===== config.mk =====
export PLATFORM = sky130hd
export DESIGN_NAME = ave_vol_div_scheduler
export DESIGN_NICKNAME = d
export VERILOG_FILES = /design/src/rtl/ave_vol_div_scheduler_pkg.sv /design/src/rtl/ave_vol_div_scheduler_div.sv /design/src/rtl/ave_vol_div_scheduler.sv
export SDC_FILE = /design/constraint.sdc
export NUM_CORES = 1
export LEC_CHECK = 0
export BUFFER_PORTS_ARGS = -buffer_cell sky130_fd_sc_hd__buf_2
export CAP_MARGIN = 25
export CORE_MARGIN = 1
export CORE_UTILIZATION = 40
export CTS_CLUSTER_DIAMETER = 100
export DETAILED_ROUTE_END_ITERATION = 12
export GPL_TIMING_DRIVEN = 0
export PLACE_DENSITY = 0.69
export SYNTH_ARGS = -nofsm -noshare
export SYNTH_HDL_FRONTEND = slang
export SYNTH_HIERARCHICAL = 1
export SYNTH_SLANG_ARGS = --single-unit
export TNS_END_PERCENT = 10

===== constraint.sdc =====
create_clock -name i_clk_20M -period 3.8 [get_ports i_clk_20M]
set_input_delay 0.19 -clock i_clk_20M [delete_from_list [all_inputs] [get_ports i_clk_20M]]
set_output_delay 0.19 -clock i_clk_20M [all_outputs]
set_load 0.02 [all_outputs]

===== src/rtl/ave_vol_div_scheduler_pkg.sv =====
// Shared types and constants for the time-multiplexed phase-average divider.
package ave_vol_div_scheduler_pkg;

    typedef enum logic [2:0] {
        ST_IDLE    = 3'd0,
        ST_ISSUE   = 3'd1,
        ST_WAIT    = 3'd2,
        ST_STORE   = 3'd3,
        ST_PUBLISH = 3'd4
    } state_t;

    typedef enum logic [1:0] {
        PH_A = 2'd0,
        PH_B = 2'd1,
        PH_C = 2'd2
    } phase_t;

    localparam int DIV_LAT_DEFAULT = 33;
    localparam int Q16_MAX         = 32767;
    localparam int Q16_MIN         = -32768;

    function automatic logic signed [15:0] sat_q16(input logic signed [31:0] value);
        logic signed [15:0] result;
        if (value > 32'(Q16_MAX)) begin
            result = 16'(Q16_MAX);
        end else if (value < 32'(Q16_MIN)) begin
            result = 16'(Q16_MIN);
        end else begin
            result = value[15:0];
        end
        return result;
    endfunction

endpackage


===== src/rtl/ave_vol_div_scheduler_div.sv =====
// Radix-2 restoring divider on magnitudes; done arrives exactly DIV_LAT cycles after start.
module shift_div_seq
    import ave_vol_div_scheduler_pkg::*;
#(
    parameter int DIV_LAT = DIV_LAT_DEFAULT
) (
    input  logic               clk,
    input  logic               rst_n,
    input  logic               start,
    input  logic signed [31:0] dividend,
    input  logic        [15:0] divisor,
    output logic               done,
    output logic signed [31:0] quotient
);

    localparam logic [5:0] LAST_CNT = 6'(DIV_LAT - 2);

    logic        busy_r;
    logic [5:0]  cnt_r;
    logic [31:0] quo_r;
    logic [15:0] rem_r;
    logic [15:0] div_r;
    logic        neg_r;

    logic [31:0] mag_s;
    logic [16:0] rem_sh_s;
    logic        fits_s;
    logic [15:0] rem_nx_s;
    logic [31:0] quo_nx_s;
    logic [31:0] final_s;

    // One restoring step: the quotient register doubles as the dividend shifter
    always_comb begin
        mag_s    = dividend[31] ? (~dividend + 32'd1) : dividend;
        rem_sh_s = {rem_r, quo_r[31]};
        fits_s   = (rem_sh_s >= {1'b0, div_r});
        if (fits_s) begin
            rem_nx_s = 16'(rem_sh_s - {1'b0, div_r});
        end else begin
            rem_nx_s = rem_sh_s[15:0];
        end
        quo_nx_s = {quo_r[30:0], fits_s};
        if (cnt_r < 6'd32) begin
            final_s = quo_nx_s;
        end else begin
            final_s = quo_r;
        end
    end

    // Load on start, iterate 32 bits, then pad to DIV_LAT and apply sign
    always_ff @(posedge clk or negedge rst_n) begin
        if (!rst_n) begin
            busy_r   <= 1'b0;
            cnt_r    <= 6'd0;
            quo_r    <= 32'd0;
            rem_r    <= 16'd0;
            div_r    <= 16'd0;
            neg_r    <= 1'b0;
            done     <= 1'b0;
            quotient <= 32'sd0;
        end else begin
            done <= 1'b0;
            if (!busy_r) begin
                if (start) begin
                    busy_r <= 1'b1;
                    cnt_r  <= 6'd0;
                    quo_r  <= mag_s;
                    rem_r  <= 16'd0;
                    div_r  <= divisor;
                    neg_r  <= dividend[31];
                end
            end else begin
                cnt_r <= cnt_r + 6'd1;
                if (cnt_r < 6'd32) begin
                    quo_r <= quo_nx_s;
                    rem_r <= rem_nx_s;
                end
                if (cnt_r == LAST_CNT) begin
                    busy_r   <= 1'b0;
                    done     <= 1'b1;
                    quotient <= neg_r ? (~final_s + 32'd1) : final_s;
                end
            end
        end
    end

endmodule


===== src/rtl/ave_vol_div_scheduler.sv =====
// Runs phase A, B, C average divisions through one shared divider and publishes them atomically.
module ave_vol_div_scheduler
    import ave_vol_div_scheduler_pkg::*;
#(
    parameter int DIV_LAT = DIV_LAT_DEFAULT
) (
    input  logic               i_clk_20M,
    input  logic               i_reset_n,
    input  logic        [15:0] i_VCU_Mode,
    input  logic               i_calc_start,
    input  logic signed [31:0] i_TargetVolA,
    input  logic signed [31:0] i_TargetVolB,
    input  logic signed [31:0] i_TargetVolC,
    input  logic        [15:0] i_LinkNumA_Work,
    input  logic        [15:0] i_LinkNumB_Work,
    input  logic        [15:0] i_LinkNumC_Work,
    output logic signed [15:0] o_Ave_TargetVolA,
    output logic signed [15:0] o_Ave_TargetVolB,
    output logic signed [15:0] o_Ave_TargetVolC,
    output logic               o_valid,
    output logic               o_busy,
    output logic        [2:0]  o_div0_err,
    output logic               o_overrun
);

    state_t state_r, next_state_s;
    phase_t phase_r;

    logic signed [31:0] snap_vol_a_r, snap_vol_b_r, snap_vol_c_r;
    logic        [15:0] snap_num_a_r, snap_num_b_r, snap_num_c_r;
    logic signed [15:0] shadow_a_r, shadow_b_r;
    logic               err_a_r, err_b_r;

    logic               div_start_s;
    logic               div_done_s;
    logic signed [31:0] div_dividend_s;
    logic        [15:0] div_divisor_s;
    logic signed [31:0] div_quotient_s;
    logic signed [15:0] cur_avg_s;
    logic               cur_err_s;

    shift_div_seq #(.DIV_LAT(DIV_LAT)) u_div (
        .clk      (i_clk_20M),
        .rst_n    (i_reset_n),
        .start    (div_start_s),
        .dividend (div_dividend_s),
        .divisor  (div_divisor_s),
        .done     (div_done_s),
        .quotient (div_quotient_s)
    );

    // Operand select for the current phase and saturation of its result
    always_comb begin
        div_dividend_s = snap_vol_a_r;
        div_divisor_s  = snap_num_a_r;
        case (phase_r)
            PH_A: begin
                div_dividend_s = snap_vol_a_r;
                div_divisor_s  = snap_num_a_r;
            end
            PH_B: begin
                div_dividend_s = snap_vol_b_r;
                div_divisor_s  = snap_num_b_r;
            end
            PH_C: begin
                div_dividend_s = snap_vol_c_r;
                div_divisor_s  = snap_num_c_r;
            end
            default: begin
                div_dividend_s = 32'sd0;
                div_divisor_s  = 16'd0;
            end
        endcase
        cur_err_s = (div_divisor_s == 16'd0);
        if (cur_err_s) begin
            cur_avg_s = 16'sd0;
        end else begin
            cur_avg_s = sat_q16(div_quotient_s);
        end
    end

    // Next-state and divider start decode
    always_comb begin
        next_state_s = state_r;
        div_start_s  = 1'b0;
        case (state_r)
            ST_IDLE: begin
                if (i_calc_start && (i_VCU_Mode != 16'd0)) begin
                    next_state_s = ST_ISSUE;
                end else begin
                    next_state_s = ST_IDLE;
                end
            end
            ST_ISSUE: begin
                div_start_s  = 1'b1;
                next_state_s = ST_WAIT;
            end
            ST_WAIT: begin
                if (div_done_s) begin
                    next_state_s = ST_STORE;
                end else begin
                    next_state_s = ST_WAIT;
                end
            end
            ST_STORE: begin
                if (phase_r == PH_C) begin
                    next_state_s = ST_PUBLISH;
                end else begin
                    next_state_s = ST_ISSUE;
                end
            end
            ST_PUBLISH: next_state_s = ST_IDLE;
            default:    next_state_s = ST_IDLE;
        endcase
    end

    // State register
    always_ff @(posedge i_clk_20M or negedge i_reset_n) begin
        if (!i_reset_n) begin
            state_r <= ST_IDLE;
        end else begin
            state_r <= next_state_s;
        end
    end

    // Snapshots, shadows and outputs; phase C's result goes straight to the outputs so they land with o_valid
    always_ff @(posedge i_clk_20M or negedge i_reset_n) begin
        if (!i_reset_n) begin
            phase_r          <= PH_A;
            snap_vol_a_r     <= 32'sd0;
            snap_vol_b_r     <= 32'sd0;
            snap_vol_c_r     <= 32'sd0;
            snap_num_a_r     <= 16'd0;
            snap_num_b_r     <= 16'd0;
            snap_num_c_r     <= 16'd0;
            shadow_a_r       <= 16'sd0;
            shadow_b_r       <= 16'sd0;
            err_a_r          <= 1'b0;
            err_b_r          <= 1'b0;
            o_Ave_TargetVolA <= 16'sd0;
            o_Ave_TargetVolB <= 16'sd0;
            o_Ave_TargetVolC <= 16'sd0;
            o_valid          <= 1'b0;
            o_busy           <= 1'b0;
            o_div0_err       <= 3'b000;
            o_overrun        <= 1'b0;
        end else begin
            o_valid <= 1'b0;
            o_busy  <= (next_state_s != ST_IDLE);
            if (i_calc_start && o_busy) begin
                o_overrun <= 1'b1;
            end
            case (state_r)
                ST_IDLE: begin
                    if (i_calc_start) begin
                        if (i_VCU_Mode == 16'd0) begin
                            o_Ave_TargetVolA <= 16'sd0;
                            o_Ave_TargetVolB <= 16'sd0;
                            o_Ave_TargetVolC <= 16'sd0;
                            o_div0_err       <= 3'b000;
                        end else begin
                            snap_vol_a_r <= i_TargetVolA;
                            snap_vol_b_r <= i_TargetVolB;
                            snap_vol_c_r <= i_TargetVolC;
                            snap_num_a_r <= i_LinkNumA_Work;
                            snap_num_b_r <= i_LinkNumB_Work;
                            snap_num_c_r <= i_LinkNumC_Work;
                            phase_r      <= PH_A;
                        end
                    end
                end
                ST_STORE: begin
                    case (phase_r)
                        PH_A: begin
                            shadow_a_r <= cur_avg_s;
                            err_a_r    <= cur_err_s;
                            phase_r    <= PH_B;
                        end
                        PH_B: begin
                            shadow_b_r <= cur_avg_s;
                            err_b_r    <= cur_err_s;
                            phase_r    <= PH_C;
                        end
                        PH_C: begin
                            o_Ave_TargetVolA <= shadow_a_r;
                            o_Ave_TargetVolB <= shadow_b_r;
                            o_Ave_TargetVolC <= cur_avg_s;
                            o_div0_err       <= {cur_err_s, err_b_r, err_a_r};
                            o_valid          <= 1'b1;
                        end
                        default: phase_r <= PH_A;
                    endcase
                end
                default: ;
            endcase
        end
    end

endmodule

==> run summary, run 1 <==
Data arrives at the worst endpoint at roughly 4.4 ns. After clock tree synthesis, the clock-pin slew on the worst setup and hold paths is ~0.06 ns. The cell area reported after detailed placement came out at around 0.019 mm^2. The worst setup path is captured at a flip-flop. IR analysis of the VDD net gives a maximum drop of between 0.4 and 0.5 mV. During I/O placement, the number of pins put on the boundary was between 200 and 250. Summing all non-filler instances in the final layout gives an area of about 0.022 mm^2. The average detailed-routed wire length per instance is ~20 um. Setup repair after global routing could not meet its margin everywhere. The count of nets left with antenna violations after detail routing came out at 0. The area of the core region came out at between 0.04 and 0.05 mm^2. The post-synthesis sequential area ratio is ~50%.

Counting flops with a built-in enable in the synthesized netlist gives 0. The final critical path takes up 104% of the cycle. The per-cell via count in the routed design is roughly 5.6. Counting flops with an async set or reset pin after synthesis yields a share of 100%. The post-synthesis register bit count came out at ~340.

In the synthesized netlist the dominant register cell turns out to be sky130_fd_sc_hd__dfrtp_1. The count of warnings emitted by yosys came out at 6. The clock passes through at most 3 buffers.

The HPWL after detailed placement came out at 35700 um. For the finished layout, the period the worst path requires is 3.96 ns. The floorplan die height is roughly 210 um.

For this run, the total global-route usage over all layers was measured as between 20% and 30%. The final hold violation count was 0. The number of setup violations in the final report is 3. In this run, distinct cell masters in the synthesized netlist total between 80 and 90. The setup total negative slack is -0.226 ns.

The post-route worst setup slack is -0.160 ns. The library cell used most frequently in the layout, excluding fill and tap cells, is sky130_fd_sc_hd__dfrtp_1. The quantity of I/O buffers inserted on ports came out at between 200 and 250.

Clock tree synthesis found a total of 342 sinks. The highest attainable clock frequency came out at about 250 MHz. Cells with a size suffix above 1 make up a little over a quarter of the layout.

The first global-routing pass estimated 81900 um of wire. The number of cell rows came out at 75. The cell count after synthesis came out at roughly 1600. The count of H-tree levels built during CTS came out at 2. The synthesized area per cell is 10.8 um^2. In this run the tightest slew margin relative to its limit is approximately 22%. Clock skew on the completed layout was measured at 0.0310 ns. Max-cap violations in this run came to 0. For this run, design rule violations remaining after detail routing come to 0. The routed layout has 14400 vias.

The total wire length is about 52000 um. TritonCTS built the clock tree. The clock latency of the later-clocked register in the worst-skew pair is 0.57 ns. Once the floorplan was initialized, standard cells occupied slightly above 40% of the core. The number of antenna violations at the first check in global routing was 1.

The synthesized net count is 1774. The final cell utilization of the core came out at a little over half. The layout overhead on the synthesized area came out at 30.1%. The number of search-and-repair iterations in the first detailed-routing pass is 6. Measured in cells, the most critical reg-to-reg path has a length of 17. The final reports fail on setup timing. Buffers inserted during clock tree synthesis total 39.

The cell sitting at the root of the clock tree is a sky130_fd_sc_hd__clkbuf_16. The via count of the first global-routing pass is approximately 15000. The transition at the pin with the smallest max-transition slack is ~1.2 ns. The die area is roughly 0.044 mm^2. Entering global routing, the biggest net connects 128 pins. The critical path is of the flip-flop to flip-flop type. For the worst setup path, the data required time is around 4.2 ns. The horizontal die dimension is around 210 um.

The flow ran to the end, but the final reports show violations. The type of origin of the critical path is a flip-flop. For this design the ratio of total power to cell area is 372 mW/mm^2.

The maximum fanout along the worst path came out at 3. The number of inserted filler cells in the final layout is ~3600. The class of the tightest hold or removal check is primary input to asynchronous set/reset pin. Leaving out fill and tap cells, the most frequent cells in the layout are sky130_fd_sc_hd__dfrtp_1, sky130_fd_sc_hd__buf_2, sky130_fd_sc_hd__nand2_1. The number of max-slew violations in the final report is 0. The number of nets in the final layout came out at roughly 2200. The routability congestion estimate from global placement came out at between 0.8 and 0.9. The aggregate global routing overflow came out at 0. In this run the static leakage power is approximately 10 nW. In this run the cell area of the synthesized design comes to 0.0171 mm^2. The first routing iteration left ~1100 violations.
## repair_timing
item | in CTS | in global routing
setup buffers | 12 | 6
pin swaps | 10 | 16
gates resized for setup | 17 | 28
setup endpoints to repair | 31 | 30
hold buffers | 146 | 0
endpoints found under the hold margin | 288 | 0
## state kept, by name, indices dropped and copies added (netlist names), 32 cells and up
signal	count
u_div/quotient	32
snap_vol_b_r	32
snap_vol_c_r	32
u_div/quo_r	32
snap_vol_a_r	32
## layer usage
metal,GRT usage [%],wire [um],vias up
met1,31.5,22600,7148
met4,8.72,1490,0
li1,-,-,6609
met5,0,0,-
met2,39.3,24700,582
met3,3.73,3070,97
## where the power goes
group,internal (mW),leakage (nW),switching (mW)
clock network,2.76,0.721,1.59
registers,3.64,4.51,0.0000000000000000274
logic,0.168,5.09,0.134
total,6.57,10.3,1.72
## final timing paths
path                                             from                              end  slack, ns
min in group i_clk_20M               i_TargetVolB[12]     snap_vol_b_r[12]$_DFFE_PN0P_       0.39
setup / recovery           u_div/div_r[4]$_DFFE_PN0P_    u_div/quotient[8]$_DFFE_PN0P_      -0.16
max in group asynchronous                   i_reset_n  o_Ave_TargetVolC[8]$_DFFE_PN0P_       2.24
hold reg to reg                  state_r[2]$_DFF_PN0_             state_r[1]$_DFF_PN0_       0.47
hold / removal                              i_reset_n     snap_vol_b_r[11]$_DFFE_PN0P_       0.08
setup reg to reg           u_div/div_r[4]$_DFFE_PN0P_    u_div/quotient[8]$_DFFE_PN0P_      -0.16
## cell usage after synthesis, drive strengths merged (3+ instances only)
| library cell | number | area [um^2] |
|---|---|---|
| a211o | 3 | 35.0 |
| a211oi | 7 | 57.6 |
| a21o | 8 | 60.1 |
| a21oi | 45 | 225 |
| a22o | 39 | 342 |
| a31o | 4 | 35.0 |
| a31oi | 10 | 62.6 |
| a32o | 33 | 330 |
| a41oi | 4 | 35.0 |
| and2 | 5 | 31.3 |
| and3 | 6 | 37.5 |
| buf | 49 | 292 |
| clkbuf | 61 | 229 |
| dfrtp | 342 | 8560 |
| ha | 19 | 238 |
| inv | 37 | 139 |
| mux2 | 147 | 1660 |
| mux2i | 74 | 741 |
| nand2 | 181 | 679 |
| nand2b | 11 | 68.8 |
| nand3 | 17 | 85.1 |
| nand4 | 13 | 103 |
| nand4b | 4 | 35.0 |
| nor2 | 76 | 302 |
| nor2b | 12 | 82.6 |
| nor3 | 11 | 55.1 |
| nor4 | 17 | 138 |
| nor4b | 3 | 41.3 |
| o211ai | 22 | 165 |
| o21a | 4 | 30.0 |
| o21ai | 149 | 746 |
| o2bb2ai | 16 | 140 |
| o31ai | 34 | 260 |
| o41ai | 8 | 77.6 |
| or2 | 20 | 125 |
| or3 | 10 | 67.6 |
| or4 | 5 | 45.0 |
| xnor2 | 21 | 184 |
| xor2 | 36 | 315 |
## layout make-up
class | count | area, um^2 | area share, %
Sequential cell | 342 | 8560 | 38.4
Multi-Input combinational cell | 1102 | 8090 | 36.3
Timing Repair Buffer | 383 | 2770 | 12.5
Clock buffer | 42 | 1010 | 4.52
Tap cell | 539 | 674 | 3.03
Buffer | 106 | 534 | 2.40
Clock inverter | 29 | 480 | 2.16
Inverter | 37 | 139 | 0.624
Antenna cell | 1 | 2.50 | 0.0112
## logic make-up (layout without fill, tap and decap cells)
| logic type | after synthesis | after routing | share of synthesized area [%] |
|---|---|---|---|
| simple gates | 400 | 400 | 11.5 |
| mux | 221 | 221 | 14.0 |
| xor+xnor | 57 | 57 | 2.92 |
| other cells | 0 | 1 | 0 |
| flops | 342 | 342 | 50.0 |
| fa+ha+maj | 20 | 20 | 1.51 |
| compound gates | 404 | 404 | 16.2 |
| buf+inv | 147 | 597 | 3.85 |
## per-stage QoR
stage	hold slack (ns)	cells	power [mW]	worst slack (ns)
5_1_grt	0.106	2580	8.52	-0.257
3_5_place_dp	0.0837	2349	3.89	-0.620
2_1_floorplan	-0.106	1591	3.71	-0.0174
4_1_cts	0.0658	2575	8.33	-0.123
6_report	0.0768	2581	8.29	-0.160
3_3_place_gp	0.423	2346	3.87	-3.91
## critical path, stage by stage (launching register included)
cell and delay [ns]:
sky130_fd_sc_hd__dfrtp_1 0.37, sky130_fd_sc_hd__inv_2 0.09, sky130_fd_sc_hd__ha_4 0.21, sky130_fd_sc_hd__a21o_1 0.19, sky130_fd_sc_hd__or3_4 0.39, sky130_fd_sc_hd__o22ai_4 0.13, sky130_fd_sc_hd__a211oi_2 0.10, sky130_fd_sc_hd__or2_4 0.27
sky130_fd_sc_hd__mux2i_4 0.16, sky130_fd_sc_hd__ha_2 0.22, sky130_fd_sc_hd__nor4b_4 0.26, sky130_fd_sc_hd__o21ai_4 0.14, sky130_fd_sc_hd__buf_6 0.14, sky130_fd_sc_hd__or3_4 0.38, sky130_fd_sc_hd__or2_1 0.27, sky130_fd_sc_hd__a221oi_2 0.26
sky130_fd_sc_hd__a311oi_2 0.08, sky130_fd_sc_hd__a21o_1 0.18
No activity file was read; power rests on OpenSTA's default activity.
==> run 2, diff against run 1 <==
--- a/config.mk
+++ b/config.mk
@@ -13,6 +13,8 @@
 export DETAILED_ROUTE_END_ITERATION = 12
 export GPL_TIMING_DRIVEN = 0
 export PLACE_DENSITY = 0.69
+export RECOVER_POWER = 50
+export SKIP_CTS_REPAIR_TIMING = 1
 export SYNTH_ARGS = -nofsm -noshare
 export SYNTH_HDL_FRONTEND = slang
 export SYNTH_HIERARCHICAL = 1
==> run 2 against run 1 <==
  * The flow finishes with violations (capacitance limit, slew limit, setup timing)
  * Combinational power fell by 2%
  * Global-route usage is 2.1 points lower
  * Hold slack gained 0.32 ns
  * Sequential share of layout area up 0.27 points
  * Total power about the same
  * Final area shrank 0.69%
  * Critical endpoint is now u_div/quotient[30]$_DFFE_PN0P_
  * Clock power hardly changed
  * Register-to-register slack worse by 0.10 ns
  * Maximum frequency fell by 2.5%
  * Critical path depth rose by 1
  * Largest power group unchanged
==> run summary, run 2 (synthesis results as in run 1) <==
The via count of the first global-routing pass is 13600 (-7.8%). The HPWL after detailed placement is 35700 um (unchanged). The static leakage came out at 10.0 nW (-2.7%). The routability congestion estimate from global placement is 0.864 (unchanged). The clock sink count was 342 (unchanged). The count of max-cap constraint violations is 1 (+1).

The post-route worst setup slack came out at -0.260 ns (-0.100 ns). The floorplan die height is 209 um (unchanged). The clock latency of the later-clocked register in the worst-skew pair is 0.57 ns (about the same). The DRC violation count after routing came out at 0 (unchanged). The critical path goes through inv_2 -> ha_4 -> a21o_1 -> or3_4 -> o22ai_4 -> a211oi_2 -> or2_4 -> buf_12 -> mux2i_4 -> ha_2 -> nor4b_4 -> o21ai_4 -> nor2_8 -> nand4_4 -> or3_4 -> o31ai_4 -> xor2_2 -> o21ai_1. The standard cell with the maximum stage delay on the critical path is sky130_fd_sc_hd__or3_4. The average detailed-routed wire length per instance is 20.1 um (-0.17%).

The total power draw came to 8.29 mW (about the same). The top-level I/O count is 217 (unchanged). The initial cell density of the core is 40.7% (unchanged). The global routing met3 resource utilization came out at 3.73% (unchanged).

The worst-case setup slack after placement is -0.620 ns (unchanged). The count of buffer and inverter cells on the critical path is 2 (unchanged). The met2 demand-to-capacity share in global routing came to 34.9% (-4.4 points).

The worst IR drop on VDD is 0.481 mV (+16%). Leaving out fill and tap cells, the most frequent cell in the layout is sky130_fd_sc_hd__dfrtp_1. The largest net degree at the start of global routing is 128 (unchanged). The global routing stage identified its most utilized layer as met2. The fraction of the cycle the final worst path needs is 107% (+2.6 points). The maximum fanout along the worst path came to 5 (+2).

The horizontal die dimension is 209 um (unchanged). The count of H-tree levels built during CTS is 2 (unchanged). The number of cell rows came out at 75 (unchanged).

The per-cell via count in the routed design came out at 5.58 (-0.24%). The total routing usage reported by global routing is 21.7% (-2.1 points). The transition at the pin with the smallest max-transition slack came out at 2.12 ns (+0.959 ns). The endpoint type of the worst setup path is a flip-flop. The power density of the placed cells came out at 375 mW/mm^2 (+0.79%). The final worst hold slack is 0.393 ns (+0.317 ns). The highest attainable clock frequency is 246 MHz (-2.5%). The clock edge transition at the registers on the reported setup and hold paths came out at 0.07 ns (about the same). The clock period minus worst slack was 4.06 ns (+0.100 ns). The number of inserted filler cells in the final layout came out at 3602 (+1.0%). The cell area reported after detailed placement was 0.0190 mm^2 (unchanged).

Counting stages on the worst path, the most repeated cell is sky130_fd_sc_hd__or3_4. The fraction of layout instances using a drive strength above 1 is 24.3% (-3.1 points). The number of setup violations in the final report is 4 (+1).

The area growth from synthesis to layout is 29.2%. The number of antenna violations at the first check in global routing is 1 (unchanged). The aggregate global routing overflow is 0 (unchanged). The number of max-slew violations in the final report came out at 37 (+37). The clock tree skew after final layout is 0.0306 ns (-0.000442 ns). Leaving out fill and tap cells, the most frequent cells in the layout are sky130_fd_sc_hd__dfrtp_1, sky130_fd_sc_hd__buf_2, sky130_fd_sc_hd__nand2_1. The critical path in this run is classified as flip-flop to flip-flop. The area of the core region is 0.0420 mm^2 (unchanged). The wire length of the first global-routing pass came to 74800 um (-8.6%). The number of buffers added by the clock tree synthesis step came out at 39 (unchanged). TritonCTS built the clock tree. The highest cell delay on the worst timing path came out at 0.42 ns (+0.03 ns). The routing usage on met1 came out at 30.0% (-1.5 points).

The data arrival time of the critical path is 4.46 ns (+0.06 ns). The maximum number of buffers from clock root to sink came out at 3 (unchanged). The initial detailed-routing violation count came out at 1093 (-2.0%). The required time of the critical path came out at 4.20 ns (-0.04 ns).

The worst-case headroom to the max-slew limit is -41.3% (-63 points). The count of nets left with antenna violations after detail routing is 0 (unchanged). The routed via count is 14400 (-0.20%). The number of search-and-repair iterations in the first detailed-routing pass came out at 5 (-1). The final reports fail on capacitance limit, slew limit, setup timing. The number of nets in the final layout came out at 2195 (+0.046%). The type of origin of the critical path is a flip-flop. The cell sitting at the root of the clock tree is a sky130_fd_sc_hd__clkbuf_16. The finished layout cell area was 0.0221 mm^2 (-0.69%). The die area came out at 0.0436 mm^2 (unchanged). The flow ran to the end, but the final reports show violations.

Setup repair after global routing could not meet its margin everywhere. The total wire length was 51900 um (-0.13%). The final hold violation count came out at 0 (unchanged). Broken down by cell family, the worst path's largest delay share belongs to simple AND/OR/NAND/NOR gates. The class of the tightest hold or removal check is primary input to flip-flop. The quantity of I/O buffers inserted on ports came out at 216 (unchanged).
[run 2: through the flow]
step / utilization, % / TNS [ns] / cells
5_1_grt: 52.6 / -6.90 / 2582
4_1_cts: 48.8 / -10.22 / 2420
3_3_place_gp: 45.0 / -1323.50 / 2346
6_report: 52.6 / -0.736 / 2582
2_1_floorplan: - / -0.0174 / 1591
3_5_place_dp: 45.3 / -9.78 / 2349
[run 2: layer usage]
layer,part of all wire (%),up-vias,routed length (um)
met5,0,-,0
met2,48,523,24800
met3,5.6,83,2920
met4,2.5,0,1300
met1,44,7188,22900
li1,-,6613,-
[run 2: worst min-delay path, cell delays in order]
cell                            delay [ns]
sky130_fd_sc_hd__dlygate4sd3_1        0.51
sky130_fd_sc_hd__buf_2                0.10
sky130_fd_sc_hd__mux2_2               0.13
[run 2: worst paths after layout]
path | slack [ns] | end | cells after the start | start
hold / removal | 0.39 | snap_vol_a_r[24]$_DFFE_PN0P_ | 3 | i_TargetVolA[24]
setup reg to reg | -0.26 | u_div/quotient[30]$_DFFE_PN0P_ | 18 | u_div/div_r[4]$_DFFE_PN0P_
max in group asynchronous | 0.51 | shadow_a_r[7]$_DFFE_PN0P_ | 4 | i_reset_n
setup / recovery | -0.26 | u_div/quotient[30]$_DFFE_PN0P_ | 18 | u_div/div_r[4]$_DFFE_PN0P_
min in group asynchronous | 0.80 | snap_vol_a_r[7]$_DFFE_PN0P_ | 2 | i_reset_n
hold reg to reg | 0.47 | state_r[1]$_DFF_PN0_ | 1 | state_r[2]$_DFF_PN0_
[run 2: final cells by class]
class / instances / area, um^2 / share of cell area [%]
Multi-Input combinational cell: 1102 / 8040 / 36.4
Sequential cell: 342 / 8560 / 38.7
Clock buffer: 42 / 1010 / 4.56
Antenna cell: 1 / 2.50 / 0.0113
Tap cell: 539 / 674 / 3.05
Inverter: 37 / 139 / 0.628
Buffer: 107 / 552 / 2.50
Timing Repair Buffer: 383 / 2650 / 12.0
Clock inverter: 29 / 480 / 2.17
[run 2: power by group]
group / total, mW / internal, mW / switching [mW]
logic: 0.297 / 0.163 / 0.134
registers: 3.64 / 3.64 / 0.0000000000000000311
clock network: 4.36 / 2.76 / 1.60
total: 8.29 / 6.56 / 1.73
==> run 3, diff against run 2 <==
--- a/config.mk
+++ b/config.mk
@@ -8,11 +8,11 @@
 export BUFFER_PORTS_ARGS = -buffer_cell sky130_fd_sc_hd__buf_2
 export CAP_MARGIN = 25
 export CORE_MARGIN = 1
-export CORE_UTILIZATION = 40
+export CORE_UTILIZATION = 50
 export CTS_CLUSTER_DIAMETER = 100
 export DETAILED_ROUTE_END_ITERATION = 12
 export GPL_TIMING_DRIVEN = 0
-export PLACE_DENSITY = 0.69
+export PLACE_DENSITY = 0.81
 export RECOVER_POWER = 50
 export SKIP_CTS_REPAIR_TIMING = 1
 export SYNTH_ARGS = -nofsm -noshare
==> run 3 against run 2 <==
  * The flow still finishes with violations (capacitance limit, slew limit, setup timing)
  * Combinational power rose by 3%
  * Sequential share of layout area rose by 0.89 points
  * Critical path depth fell by 5
  * Final area fell by 2.2%
  * Critical path type unchanged
==> run summary, run 3 (synthesis results as in run 1) <==
The flow ran to the end, but the final reports show violations. The final reports fail on capacitance limit, slew limit, setup timing. The clock share of power was 47.9% (-4.6 points). Setup repair after global routing could not meet its margin everywhere. The number of setup violations in the final report is 11 (+7).

The number of nets in the final layout is 2181 (-0.64%). The top-level I/O count came out at 217 (unchanged). The power density of the placed cells came to 351 mW/mm^2 (-6.5%). The aggregate global routing overflow is 0 (unchanged). Leaving out fill and tap cells, the most frequent cell in the layout is sky130_fd_sc_hd__dfrtp_1. The required time of the critical path is 4.23 ns (+0.03 ns). The routed via count is 15400 (+7.0%). The combinational cell fraction of total power came out at 4.0% (+0.4 points).

The total power draw came out at 7.58 mW (-8.6%). The clock edge transition at the registers on the reported setup and hold paths came out at 0.07 ns (about the same). The count of nets left with antenna violations after detail routing came out at 0 (unchanged). The global routing met3 resource utilization came out at 4.78% (+1.1 points). The total wire length came out at 56800 um (+9.5%). The wire length of the first global-routing pass is 74700 um (-0.23%). The number of max-slew violations in the final report was 117 (+220%). The horizontal die dimension came out at 187 um (-10%). The worst-case setup slack after placement came to -0.665 ns (-0.0446 ns). The number of antenna violations at the first check in global routing came out at 1 (unchanged). The worst hold path stage count came to 3 (unchanged).

The worst setup path is launched from a flip-flop. The final worst hold slack came out at 0.428 ns (+0.0344 ns). The per-cell via count in the routed design is 6.23 (+12%). The clock period minus worst slack is 4.19 ns (+0.131 ns). The switching power summed over all nets came out at 1.64 mW (-5.3%).

The met2 demand-to-capacity share in global routing came to 43.5% (+8.6 points). In the layout the commonest cells are sky130_fd_sc_hd__dfrtp_1, sky130_fd_sc_hd__nand2_1, sky130_fd_sc_hd__buf_2. The maximum number of buffers from clock root to sink came out at 3 (unchanged). The post-route worst setup slack is -0.390 ns (-0.131 ns). The transition at the pin with the smallest max-transition slack is 2.86 ns (+0.744 ns). The number of cell rows came out at 67 (-11%).

The via count of the first global-routing pass is 13800 (+1.5%). The fraction of the cycle the final worst path needs is 110% (+3.4 points). The endpoint type of the worst setup path is a flip-flop.

The count of H-tree levels built during CTS is 2 (unchanged). The highest cell delay on the worst timing path is 0.62 ns (+0.20 ns). The final cell utilization of the core came out at 64.3% (+12 points). The clock tree skew after final layout came out at 0.0321 ns (+0.00149 ns). Walking the worst path, the cells encountered are buf_4 -> nor2b_4 -> buf_2 -> clkbuf_1 -> nand2_1 -> o21ai_0 -> or4_1 -> nor4_1 -> and2b_1 -> nand2_1 -> or3_1 -> or4_1 -> o21ai_1. The class of the tightest hold or removal check is primary input to flip-flop. The switching part of the total was 21.6% (+0.75 points). The number of buffers added by the clock tree synthesis step came out at 36 (-7.7%). The cell-internal power is 5.94 mW (-9.5%). The highest attainable clock frequency is 239 MHz (-3.1%). The critical path class is flip-flop to flip-flop. The DRC violation count after routing came out at 0 (unchanged). The sequential cell fraction of total power was 48.0% (+4.1 points). The clock latency of the later-clocked register in the worst-skew pair is 0.54 ns (-0.03 ns). The average detailed-routed wire length per instance came to 23.0 um (+14%).

The clock sink count came out at 342 (unchanged). The initial cell density of the core is 50.9% (+10 points). The slowest stage of the critical path belongs to the cell sky130_fd_sc_hd__or4_1.

The routability congestion estimate from global placement came to 0.908 (+5.1%). The depth of the worst register-to-register path is 13 (-5). The worst-case headroom to the max-slew limit came to -90.9% (-50 points). The largest net degree at the start of global routing came out at 126 (-1.6%). The fraction of layout instances using a drive strength above 1 is 22.9% (-1.4 points). The count of max-cap constraint violations is 1 (unchanged). The routing usage on met1 is 36.2% (+6.3 points). The total routing usage reported by global routing came out at 26.7% (+5.0 points). The data arrival time of the critical path came out at 4.62 ns (+0.16 ns). The die area came to 0.0350 mm^2 (-20%). The final hold violation count came out at 0 (unchanged). The maximum fanout along the worst path came out at 10 (+5). The area of the core region was 0.0336 mm^2 (-20%).

The quantity of I/O buffers inserted on ports is 216 (unchanged). The layer flagged by global routing as most heavily used is met2. The floorplan die height was 187 um (-10%). The number of search-and-repair iterations in the first detailed-routing pass came to 6 (+1). The TritonCTS clock tree is done. The layout overhead on the synthesized area is 26.3%. The worst IR drop on VDD came to 0.409 mV (-15%).

The static leakage is 9.86 nW (-1.8%). The HPWL after detailed placement came to 34900 um (-2.2%). The tree is rooted in a sky130_fd_sc_hd__clkbuf_16.

The initial detailed-routing violation count came to 1733 (+59%).
[run 3: changes by cell type in the layout (fill, tap and decap cells not counted), sizes merged]
cell      previous run  this run
buf                224       207
bufinv              12         2
clkbuf             162       180
clkinv               9         8
clkinvlp             5         1
inv                 40        37
[run 3: worst paths after layout]
path	startpoint	endpoint	slack, ns
worst max register to register	phase_r[1]$_DFFE_PN0P_	u_div/quo_r[31]$_DFFE_PN0P_	-0.39
min in group asynchronous	i_reset_n	o_div0_err[1]$_DFFE_PN0P_	1.13
worst min-delay path	i_TargetVolA[7]	snap_vol_a_r[7]$_DFFE_PN0P_	0.43
worst min register to register	shadow_a_r[3]$_DFFE_PN0P_	shadow_a_r[3]$_DFFE_PN0P_	0.49
max in group asynchronous	i_reset_n	snap_vol_a_r[20]$_DFFE_PN0P_	0.59
worst max-delay path	phase_r[1]$_DFFE_PN0P_	u_div/quo_r[31]$_DFFE_PN0P_	-0.39
[run 3: cell type report]
class                           count  area [um^2]
Fill cell                        2424        12000
Sequential cell                   342         8560
Multi-Input combinational cell   1102         8030
Timing Repair Buffer              373         2600
Clock buffer                       54         1090
Tap cell                          448          561
Buffer                            106          510
Inverter                           37          139
Clock inverter                     11          123
Antenna cell                        1         2.50
[run 3: stage by stage]
step	std cells	TNS [ns]	instance area, um^2
after global placement	2255	-1284.13	18800
after CTS	2322	-10.51	20100
after global routing	2474	-2.97	21600
after detailed placement	2257	-8.87	18900
final	2474	-1.62	21600
after floorplan	1591	-0.0174	17200
[run 3: critical path: cells and delay by family (launching register included)]
family | cells | cell delay (ns)
AND/OR/NAND/NOR | 8 | 2.64
buffers and inverters | 3 | 0.69
AO/OA/AOI/OAI | 2 | 0.39
flip-flops | 1 | 0.36
[run 3: power by group through the flow]
| stage | sequential [mW] | clock, mW | combinational (mW) |
|---|---|---|---|
| floorplan | 3.71 | 0 | 0.00247 |
| global placement | 3.71 | 0 | 0.161 |
| detailed placement | 3.71 | 0 | 0.172 |
| CTS | 3.64 | 3.60 | 0.173 |
| global route | 3.64 | 3.79 | 0.328 |
| finish | 3.64 | 3.63 | 0.306 |
[run 3: layer usage]
| layer | routed length, um | vias to the layer above |
|---|---|---|
| li1 | - | 6593 |
| met3 | 4930 | 312 |
| met5 | 0 | - |
| met2 | 26300 | 1115 |
| met1 | 22000 | 7399 |
| met4 | 3550 | 0 |
